==> src/rtl/dp_mem_responder_if.sv <==
// Datapath/cache and cache/RAM handshake bundle for dp_mem_responder.
// slave: the responder. master: the datapath plus memory controller side.
interface dp_mem_responder_if;
  // Datapath requests
  logic        imemREN;
  logic [31:0] imemaddr;
  logic        dmemREN;
  logic        dmemWEN;
  logic [31:0] dmemaddr;
  logic [31:0] dmemstore;
  // Datapath responses
  logic        ihit;
  logic [31:0] imemload;
  logic        dhit;
  logic [31:0] dmemload;
  // RAM side
  logic        ramREN;
  logic        ramWEN;
  logic [31:0] ramaddr;
  logic [31:0] ramstore;
  logic [31:0] ramload;
  logic        ramready;
  // Status
  logic        mem_err;

  modport slave (
    input  imemREN, imemaddr, dmemREN, dmemWEN, dmemaddr, dmemstore,
    input  ramload, ramready,
    output ihit, imemload, dhit, dmemload,
    output ramREN, ramWEN, ramaddr, ramstore,
    output mem_err
  );

  modport master (
    output imemREN, imemaddr, dmemREN, dmemWEN, dmemaddr, dmemstore,
    output ramload, ramready,
    input  ihit, imemload, dhit, dmemload,
    input  ramREN, ramWEN, ramaddr, ramstore,
    input  mem_err
  );
endinterface

==> src/rtl/dp_mem_responder.sv <==
// Cache-side responder: arbitrates instruction fetches and data accesses onto
// a single-port word RAM, runs the RAM handshake with a timeout, and returns
// one-cycle ihit/dhit pulses with the loaded word.
module dp_mem_responder #(
  parameter int unsigned TIMEOUT  = 255,
  parameter logic [31:0] ERR_WORD = 32'hBAD1BAD1
) (
  input logic               CLK,
  input logic               nRST,
  dp_mem_responder_if.slave dcif
);

  // Counter value seen in the last permitted ACCESS cycle.
  localparam logic [7:0] TimeoutLast = 8'(TIMEOUT - 1);

  typedef enum logic [1:0] {StIdle, StAccess, StResp} state_e;

  state_e      state_q, state_d;
  logic [31:0] addr_q, addr_d;
  logic [31:0] store_q, store_d;
  logic        write_q, write_d;
  logic        is_data_q, is_data_d;
  logic [7:0]  cnt_q, cnt_d;
  logic        err_q, err_d;
  logic [31:0] imemload_q, imemload_d;
  logic [31:0] dmemload_q, dmemload_d;

  logic        capture;
  logic [31:0] capture_word;
  logic        dreq;

  assign dreq = dcif.dmemREN | dcif.dmemWEN;

  // State and latched request registers; reset aborts any access in flight.
  always_ff @(posedge CLK or negedge nRST) begin
    if (!nRST) begin
      state_q    <= StIdle;
      addr_q     <= '0;
      store_q    <= '0;
      write_q    <= 1'b0;
      is_data_q  <= 1'b0;
      cnt_q      <= '0;
      err_q      <= 1'b0;
      imemload_q <= '0;
      dmemload_q <= '0;
    end else begin
      state_q    <= state_d;
      addr_q     <= addr_d;
      store_q    <= store_d;
      write_q    <= write_d;
      is_data_q  <= is_data_d;
      cnt_q      <= cnt_d;
      err_q      <= err_d;
      imemload_q <= imemload_d;
      dmemload_q <= dmemload_d;
    end
  end

  // Next-state: arbitration in IDLE, RAM handshake and timeout in ACCESS.
  always_comb begin
    state_d      = state_q;
    addr_d       = addr_q;
    store_d      = store_q;
    write_d      = write_q;
    is_data_d    = is_data_q;
    cnt_d        = cnt_q;
    err_d        = err_q;
    imemload_d   = imemload_q;
    dmemload_d   = dmemload_q;
    capture      = 1'b0;
    capture_word = '0;

    unique case (state_q)
      StIdle: begin
        cnt_d = '0;
        if (dreq) begin
          // Data wins; a simultaneous read+write is serviced as a write.
          addr_d    = dcif.dmemaddr;
          store_d   = dcif.dmemstore;
          write_d   = dcif.dmemWEN;
          is_data_d = 1'b1;
          if (dcif.dmemREN && dcif.dmemWEN) begin
            err_d = 1'b1;
          end
          if (dcif.dmemaddr[1:0] != 2'b00) begin
            err_d        = 1'b1;
            state_d      = StResp;
            capture      = ~dcif.dmemWEN;
            capture_word = '0;
          end else begin
            state_d = StAccess;
          end
        end else if (dcif.imemREN) begin
          addr_d    = dcif.imemaddr;
          store_d   = '0;
          write_d   = 1'b0;
          is_data_d = 1'b0;
          if (dcif.imemaddr[1:0] != 2'b00) begin
            err_d        = 1'b1;
            state_d      = StResp;
            capture      = 1'b1;
            capture_word = '0;
          end else begin
            state_d = StAccess;
          end
        end
      end

      StAccess: begin
        cnt_d = cnt_q + 8'd1;
        if (dcif.ramready) begin
          state_d      = StResp;
          capture      = ~write_q;
          capture_word = dcif.ramload;
        end else if (cnt_q == TimeoutLast) begin
          state_d      = StResp;
          err_d        = 1'b1;
          capture      = ~write_q;
          capture_word = ERR_WORD;
        end
      end

      StResp: begin
        // Always back through IDLE so the datapath can drop the request.
        state_d = StIdle;
      end

      default: begin
        state_d = StIdle;
      end
    endcase

    if (capture) begin
      if (is_data_d) begin
        dmemload_d = capture_word;
      end else begin
        imemload_d = capture_word;
      end
    end
  end

  // Outputs decoded from registered state only, so reset clears them at once.
  always_comb begin
    dcif.ramREN   = (state_q == StAccess) && !write_q;
    dcif.ramWEN   = (state_q == StAccess) && write_q;
    dcif.ramaddr  = (state_q == StAccess) ? addr_q : '0;
    dcif.ramstore = (state_q == StAccess) ? store_q : '0;
    dcif.ihit     = (state_q == StResp) && !is_data_q;
    dcif.dhit     = (state_q == StResp) && is_data_q;
    dcif.imemload = imemload_q;
    dcif.dmemload = dmemload_q;
    dcif.mem_err  = err_q;
  end

endmodule

==> src/flat_wrapper.sv <==
// flat-port wrapper written by rule: the top's interface ports become plain ports
module dp_mem_responder_flat 
#(
  parameter int unsigned TIMEOUT  = 255,
  parameter logic [31:0] ERR_WORD = 32'hBAD1BAD1
)
  (CLK, nRST, dcif_imemREN, dcif_imemaddr, dcif_dmemREN, dcif_dmemWEN, dcif_dmemaddr, dcif_dmemstore, dcif_ramload, dcif_ramready, dcif_ihit, dcif_imemload, dcif_dhit, dcif_dmemload, dcif_ramREN, dcif_ramWEN, dcif_ramaddr, dcif_ramstore, dcif_mem_err);
  dp_mem_responder_if dcif_i ();
  input logic CLK;
  input logic nRST;
  input wire logic [$bits(dcif_i.imemREN)-1:0] dcif_imemREN;
  input wire logic [$bits(dcif_i.imemaddr)-1:0] dcif_imemaddr;
  input wire logic [$bits(dcif_i.dmemREN)-1:0] dcif_dmemREN;
  input wire logic [$bits(dcif_i.dmemWEN)-1:0] dcif_dmemWEN;
  input wire logic [$bits(dcif_i.dmemaddr)-1:0] dcif_dmemaddr;
  input wire logic [$bits(dcif_i.dmemstore)-1:0] dcif_dmemstore;
  input wire logic [$bits(dcif_i.ramload)-1:0] dcif_ramload;
  input wire logic [$bits(dcif_i.ramready)-1:0] dcif_ramready;
  output wire logic [$bits(dcif_i.ihit)-1:0] dcif_ihit;
  output wire logic [$bits(dcif_i.imemload)-1:0] dcif_imemload;
  output wire logic [$bits(dcif_i.dhit)-1:0] dcif_dhit;
  output wire logic [$bits(dcif_i.dmemload)-1:0] dcif_dmemload;
  output wire logic [$bits(dcif_i.ramREN)-1:0] dcif_ramREN;
  output wire logic [$bits(dcif_i.ramWEN)-1:0] dcif_ramWEN;
  output wire logic [$bits(dcif_i.ramaddr)-1:0] dcif_ramaddr;
  output wire logic [$bits(dcif_i.ramstore)-1:0] dcif_ramstore;
  output wire logic [$bits(dcif_i.mem_err)-1:0] dcif_mem_err;
  assign dcif_i.imemREN = dcif_imemREN;
  assign dcif_i.imemaddr = dcif_imemaddr;
  assign dcif_i.dmemREN = dcif_dmemREN;
  assign dcif_i.dmemWEN = dcif_dmemWEN;
  assign dcif_i.dmemaddr = dcif_dmemaddr;
  assign dcif_i.dmemstore = dcif_dmemstore;
  assign dcif_i.ramload = dcif_ramload;
  assign dcif_i.ramready = dcif_ramready;
  assign dcif_ihit = dcif_i.ihit;
  assign dcif_imemload = dcif_i.imemload;
  assign dcif_dhit = dcif_i.dhit;
  assign dcif_dmemload = dcif_i.dmemload;
  assign dcif_ramREN = dcif_i.ramREN;
  assign dcif_ramWEN = dcif_i.ramWEN;
  assign dcif_ramaddr = dcif_i.ramaddr;
  assign dcif_ramstore = dcif_i.ramstore;
  assign dcif_mem_err = dcif_i.mem_err;
  dp_mem_responder #(.TIMEOUT(TIMEOUT), .ERR_WORD(ERR_WORD)) u_core (.CLK(CLK), .nRST(nRST), .dcif(dcif_i));
endmodule
==> config.mk <==
export PLATFORM = sky130hd
export DESIGN_NAME = dp_mem_responder_flat
export DESIGN_NICKNAME = d
export VERILOG_FILES = /design/src/rtl/dp_mem_responder_if.sv /design/src/rtl/dp_mem_responder.sv /design/src/flat_wrapper.sv
export SDC_FILE = /design/constraint.sdc
export NUM_CORES = 1
export LEC_CHECK = 0
export BUFFER_PORTS_ARGS = -buffer_cell sky130_fd_sc_hd__clkbuf_2
export CORE_ASPECT_RATIO = 0.7
export CORE_MARGIN = 2
export CORE_UTILIZATION = 50
export CTS_BUF_LIST = sky130_fd_sc_hd__clkbuf_8
export DETAILED_ROUTE_END_ITERATION = 7
export MAX_ROUTING_LAYER = met4
export PLACE_DENSITY = 0.82
export SYNTH_ARGS = -nofsm -noshare
export SYNTH_HDL_FRONTEND = slang
export SYNTH_SLANG_ARGS = --single-unit
==> constraint.sdc <==
create_clock -name CLK -period 2.3 [get_ports CLK]
set_clock_uncertainty 0.1 [all_clocks]
set_input_delay 0.345 -clock CLK [delete_from_list [all_inputs] [get_ports CLK]]
set_output_delay 0.345 -clock CLK [all_outputs]
set_load 0.005 [all_outputs]
# After elaboration in Yosys (flattened, before gate mapping)
# Index checks and enable logic that the tools add are counted.
dict set report classes {
  addsub 1
  multipliers 0
  div 0
  magnitude_cmp 0
  n_eq_ne 9
  shifts 0
  n_mux 37
  bitwise 4
  reduce_logical 17
}
# cell n
set op_table {}
lappend op_table {{32-bit 2-to-1 mux} 9}
lappend op_table {{1-bit 2-to-1 mux} 18}
lappend op_table {{8-bit case mux with 2 select lines} 1}
lappend op_table {{2-bit 2-to-1 mux} 6}
lappend op_table {{8-bit by 1-bit adder with 8-bit output (second input constant)} 1}
lappend op_table {{8-bit equality test (second input constant)} 1}
lappend op_table {{2-bit AND reduction} 4}
lappend op_table {{2-bit nonzero test} 4}
lappend op_table {{3-bit by 2-bit != test with 1-bit output (second input constant)} 2}
lappend op_table {{6-bit AND reduction} 1}
lappend op_table {{1-bit logical AND} 5}
lappend op_table {{4-bit != test (second input constant)} 1}
lappend op_table {{1-bit case mux with 2 select lines} 2}
lappend op_table {{2-bit case mux with 2 select lines} 1}
lappend op_table {{3-bit by 1-bit != test with 1-bit output (second input constant)} 1}
lappend op_table {{1-bit inverter} 3}
lappend op_table {{2-bit by 1-bit equality test with 1-bit output (second input constant)} 1}
lappend op_table {{2-bit equality test (second input constant)} 1}
lappend op_table {{1-bit logical NOT} 2}
lappend op_table {{2-bit logical NOT} 1}
lappend op_table {{2-bit by 1-bit != test with 1-bit output (second input constant)} 1}
lappend op_table {{2-bit != test (second input constant)} 1}
lappend op_table {{1-bit bitwise OR} 1}
dict set report word_totals {
  register_bits 141
  latchBits 0
  mem_bits_rw 0
  rom_bits 0
  input_bits 134
  output_inout_bits 133
  memories 0
}

# Depth between registers and ports, before layout
dict set report logic_depth {
  ltp_word 6
  mapped_depth 10
  depth_no_buf 7
}

# Worst setup path before layout
# No wires, ideal clock.
dict set report synth_timing {
  path_type {input-to-reg}
  from {input dcif_dmemWEN}
  to {register u_core.dmemload_q[4] (netlist: u_core.dcif.dmemload[4])}
  setup_ps 127
  arrival_time_ps 1696
  required_time_ps 2073
  path_slack_ps 377
  stages 9
  n_path_buf 3
  cell_sequence {inv_1 -> ha_1 -> buf_6 -> o31a_1 -> a2bb2oi_2 -> buf_4 -> buf_2 -> o21ai_1 -> o21ai_1}
}
dict set report synth_via {
  elab_chain_len 5
  elab_cells_between_ends 8
}
# element line
set synth_rtl {}
lappend synth_rtl {{from (decl)} flat_wrapper.sv:14} ;# input wire logic [$bits(dcif_i.dmemWEN)-1:0] dcif_dmemWEN;
lappend synth_rtl {{1-bit inverter} dp_mem_responder.sv:88} ;# capture = ~dcif.dmemWEN;
lappend synth_rtl {{1-bit 2-to-1 mux} dp_mem_responder.sv:85} ;# if (dcif.dmemaddr[1:0] != 2'b00) begin
lappend synth_rtl {{1-bit 2-to-1 mux} dp_mem_responder.sv:76} ;# if (dreq) begin
lappend synth_rtl {{1-bit case mux with 2 select lines} dp_mem_responder.sv:73} ;# unique case (state_q)
lappend synth_rtl {{2-bit AND reduction (no line) (*)} -}
lappend synth_rtl {{to (signal assigned)} dp_mem_responder.sv:55} ;# dmemload_q <= dmemload_d;
lappend synth_rtl {{to (decl)} dp_mem_responder.sv:26} ;# logic [31:0] dmemload_q, dmemload_d;
# Mark *: on every way between the ends. The rest lies on a longest branch, timed or not.
# A chain may end at the register's enable or synchronous reset.

# Final worst setup path
dict set report layout_timing {
  from {register u_core.state_q[0]}
  to {output dcif_ramaddr[24]}
}
dict set report layout_via {
  elab_chain_len 2
}
# element line
set layout_rtl {}
lappend layout_rtl {{from (decl)} dp_mem_responder.sv:18} ;# state_e state_q, state_d;
lappend layout_rtl {{from (signal assigned)} dp_mem_responder.sv:37} ;# state_q <= StIdle;
lappend layout_rtl {{from (signal assigned)} dp_mem_responder.sv:47} ;# state_q <= state_d;
lappend layout_rtl {{2-bit by 1-bit equality test with 1-bit output} dp_mem_responder.sv:146} ;# dcif.ramaddr = (state_q == StAccess) ? addr_q : '0;
lappend layout_rtl {{32-bit 2-to-1 mux} dp_mem_responder.sv:146}
lappend layout_rtl {{to (decl)} flat_wrapper.sv:25} ;# output wire logic [$bits(dcif_i.ramaddr)-1:0] dcif_ramaddr;
# Every way passes these cells.

==> impl_metrics.json <==
{
  "outcome": "completed",
  "ys_seq_elements": 141,
  "powerDensity_nw_per_um2": 960,
  "grt_pass1_vias": 5465,
  "crit_chain": "and2b_4, buf_4, and2_1, clkbuf_2",
  "cpPeakStageDelay_ps": 580,
  "io_buffer_count": 266,
  "worst_pin_slew_ps": 586,
  "ys_warn_count": 0,
  "drv_slew": 0,
  "syn_area_um2": 6440,
  "areaGrowthSynthToFinish_pct": 29.4,
  "grt_max_degree": 99,
  "clk_latency_ps": 410,
  "numClockSinks": 141,
  "h-tree-depth": 4,
  "synth_fp_nets": 770,
  "min_to": "u_core.store_q[23]",
  "finalPower_mw": 8.01,
  "ios": 267,
  "clkSlewWorstSetupHoldPaths_ps": 90,
  "yosysTopAreaCell": "dfrtp_1",
  "drive_gt1_share_pct": 36.6,
  "layout.area.seq_um2": 3530,
  "dp_hpwl_um": 12100,
  "core_area_um2": 12500,
  "cts_tree": "yes",
  "initial_core_util_pct": 51.5,
  "period_needed_ps": 2180,
  "synth_top_area_share_pct": 54.8,
  "multi_input_area_um2": 2660,
  "setup_viol": 0,
  "maxCapViolCount": 0,
  "crit_fanout": 15,
  "synth-async-reset-ratio_pct": 100,
  "slowest_stage": "dfrtp_1",
  "post_synth.cell_area_avg_um2": 10.2,
  "grt_overflow": 0,
  "cts_buffers": 17,
  "cts-root-buf": "clkbuf_8",
  "row_count": 34,
  "rr_startpoint": "u_core.cnt_q[0]",
  "synth_cells": 633,
  "finalWeightedCongestion": 0.813,
  "power_leakage_nw": 4.23,
  "routed_via_density": 5.32,
  "grt_usage_pct": 25.1,
  "critPathRequiredTime_ps": 1860,
  "antenna-diode-count": 0,
  "fp.dieW_um": 140,
  "dieArea_um2": 13800,
  "fmax_mhz": 459,
  "crit_buf_inv": 2,
  "grt_pass1_wl_um": 27200,
  "startpoint_type": "flop",
  "ir_drop_mv": 0.619,
  "arrival_ps": 1740,
  "yosysSeqAreaShare_pct": 54.8,
  "grt_setup_unrepaired": "no",
  "clock_path_buffers": 2,
  "drt_wl_total_um": 16900,
  "yosys.cell_count.top_type": "dfrtp_1",
  "fin_nets": 1023,
  "min_from": "dcif_dmemstore[23]",
  "antenna_found_initial": 0,
  "setup_tns_ps": 0,
  "r2r_slack_ps": 300,
  "dieHeight_um": 99.0,
  "ys_types": 40,
  "period_share_pct": 94.8,
  "fillers": 1032,
  "synth_ff_type": "dfrtp_1",
  "wl_per_cell_um": 16.0,
  "r2r_cells": 6,
  "critPathTopFamily": "flip-flops",
  "first_pass_iters": 5,
  "drc": 0,
  "finalHoldViolCount": 0,
  "drtAntennaViolNets": 0,
  "synth_edf_count": 0,
  "worstSetupEndpointType": "output pin",
  "hold_path.class": "input pin to flop",
  "r2r-end": "u_core.dcif.imemload[29]",
  "hold-path-cell-count": 2,
  "vias": 5642,
  "synth.top_cells.by_count": "dfrtp_1, o21ai_1, and2_1, o21ai_0, nand2_1",
  "drtIter0Drc": 378,
  "maxSlewHeadroom_pct": 60.9,
  "synth.area.top_cells": "dfrtp_1, o21ai_1, and2_1",
  "hold_slack_ps": 47.1,
  "path_class": "flop to output pin"
}
flip-flops by register name, summed over array words and instances (netlist names):
register              flops
u_core.dcif.mem_err       1
u_core.state_q            2
u_core.dcif.dmemload     32
u_core.write_q            1
u_core.is_data_q          1
u_core.addr_q            32
u_core.store_q           32
u_core.cnt_q              8
u_core.dcif.imemload     32
per-stage QoR:
stage                     cell area [µm²]  worst slack [ps]  utilization [%]  instances
final                                8340               120             66.7       1061
after global routing                 8340              17.6             66.7       1061
after CTS                            8340              53.5             66.7       1061
after detailed placement             7920               192             63.3       1026
after global placement               7920               262             63.3       1026
after floorplan                      6440               377                -        633
placed cells by master (no fill, tap or decap), drive strengths merged, types with 5 or more instances in the layout:
master | synthesis | routed
clkbuf | 23 | 284
o21ai | 182 | 182
dfrtp | 141 | 141
and2 | 85 | 85
nand2 | 52 | 52
a22o | 36 | 36
mux2i | 33 | 33
buf | 30 | 20
nor2 | 11 | 11
inv | 4 | 9
clkinv | 0 | 5
layer usage:
layer	share of wire, %	vias up	global-route usage [%]	wire [µm]
met5	0	-	-	0
met4	1.5	0	7.38	261
met3	4.9	22	3.79	833
met2	48	205	37.8	8090
met1	46	2699	35.6	7750
li1	-	2716	-	-
power by group:
part / internal (mW) / leakage (nW) / total, mW / switching [mW]
sequential: 3.22 / 1.84 / 3.65 / 0.428
combinational: 1.01 / 2.19 / 2.42 / 1.42
clock: 0.936 / 0.194 / 1.93 / 0.994
total: 5.17 / 4.23 / 8.01 / 2.84
worst max path at each step:
| stage | start | to | slack (ps) | cells after the start |
|---|---|---|---|---|
| finish | u_core.state_q[0] | dcif_ramaddr[24] | 120 | 4 |
| detailed placement | dcif_dmemREN | u_core.dcif.imemload[9] | 190 | 8 |
| floorplan | dcif_dmemWEN | u_core.dcif.dmemload[4] | 380 | 9 |
| global placement | dcif_dmemREN | u_core.dcif.imemload[9] | 260 | 8 |
| CTS | u_core.state_q[1] | dcif_ramaddr[24] | 50 | 4 |
| global route | u_core.state_q[0] | dcif_ramaddr[24] | 20 | 4 |
cell type report:
cell class | count | share of cell area [%]
multi-input combinational | 436 | 31.9
tap | 162 | 2.43
clock buffer | 19 | 3.14
timing repair buffer | 286 | 18.5
inverter | 4 | 0.180
clock inverter | 13 | 1.55
sequential | 141 | 42.3
logic make-up after synthesis:
kind of cell	after synthesis	synth area share [%]
AOI/OAI and AO/OA	230	20.7
xor gates and xnor gates	3	0.408
adders and majority gates	3	0.583
buffers and inverters	57	4.37
DFF	141	54.8
muxes	33	5.13
and+or+nand+nor	166	14.1
what timing repair did:
action / in CTS / in global routing
gates cloned: 1 / 0
setup buffers: 1 / 0
setup endpoints to repair: 50 / 1
endpoints found under the hold margin: 52 / 0
gates resized for setup: 1 / 1
hold buffers: 1 / 0
No activity file was read; power rests on OpenSTA's default activity.
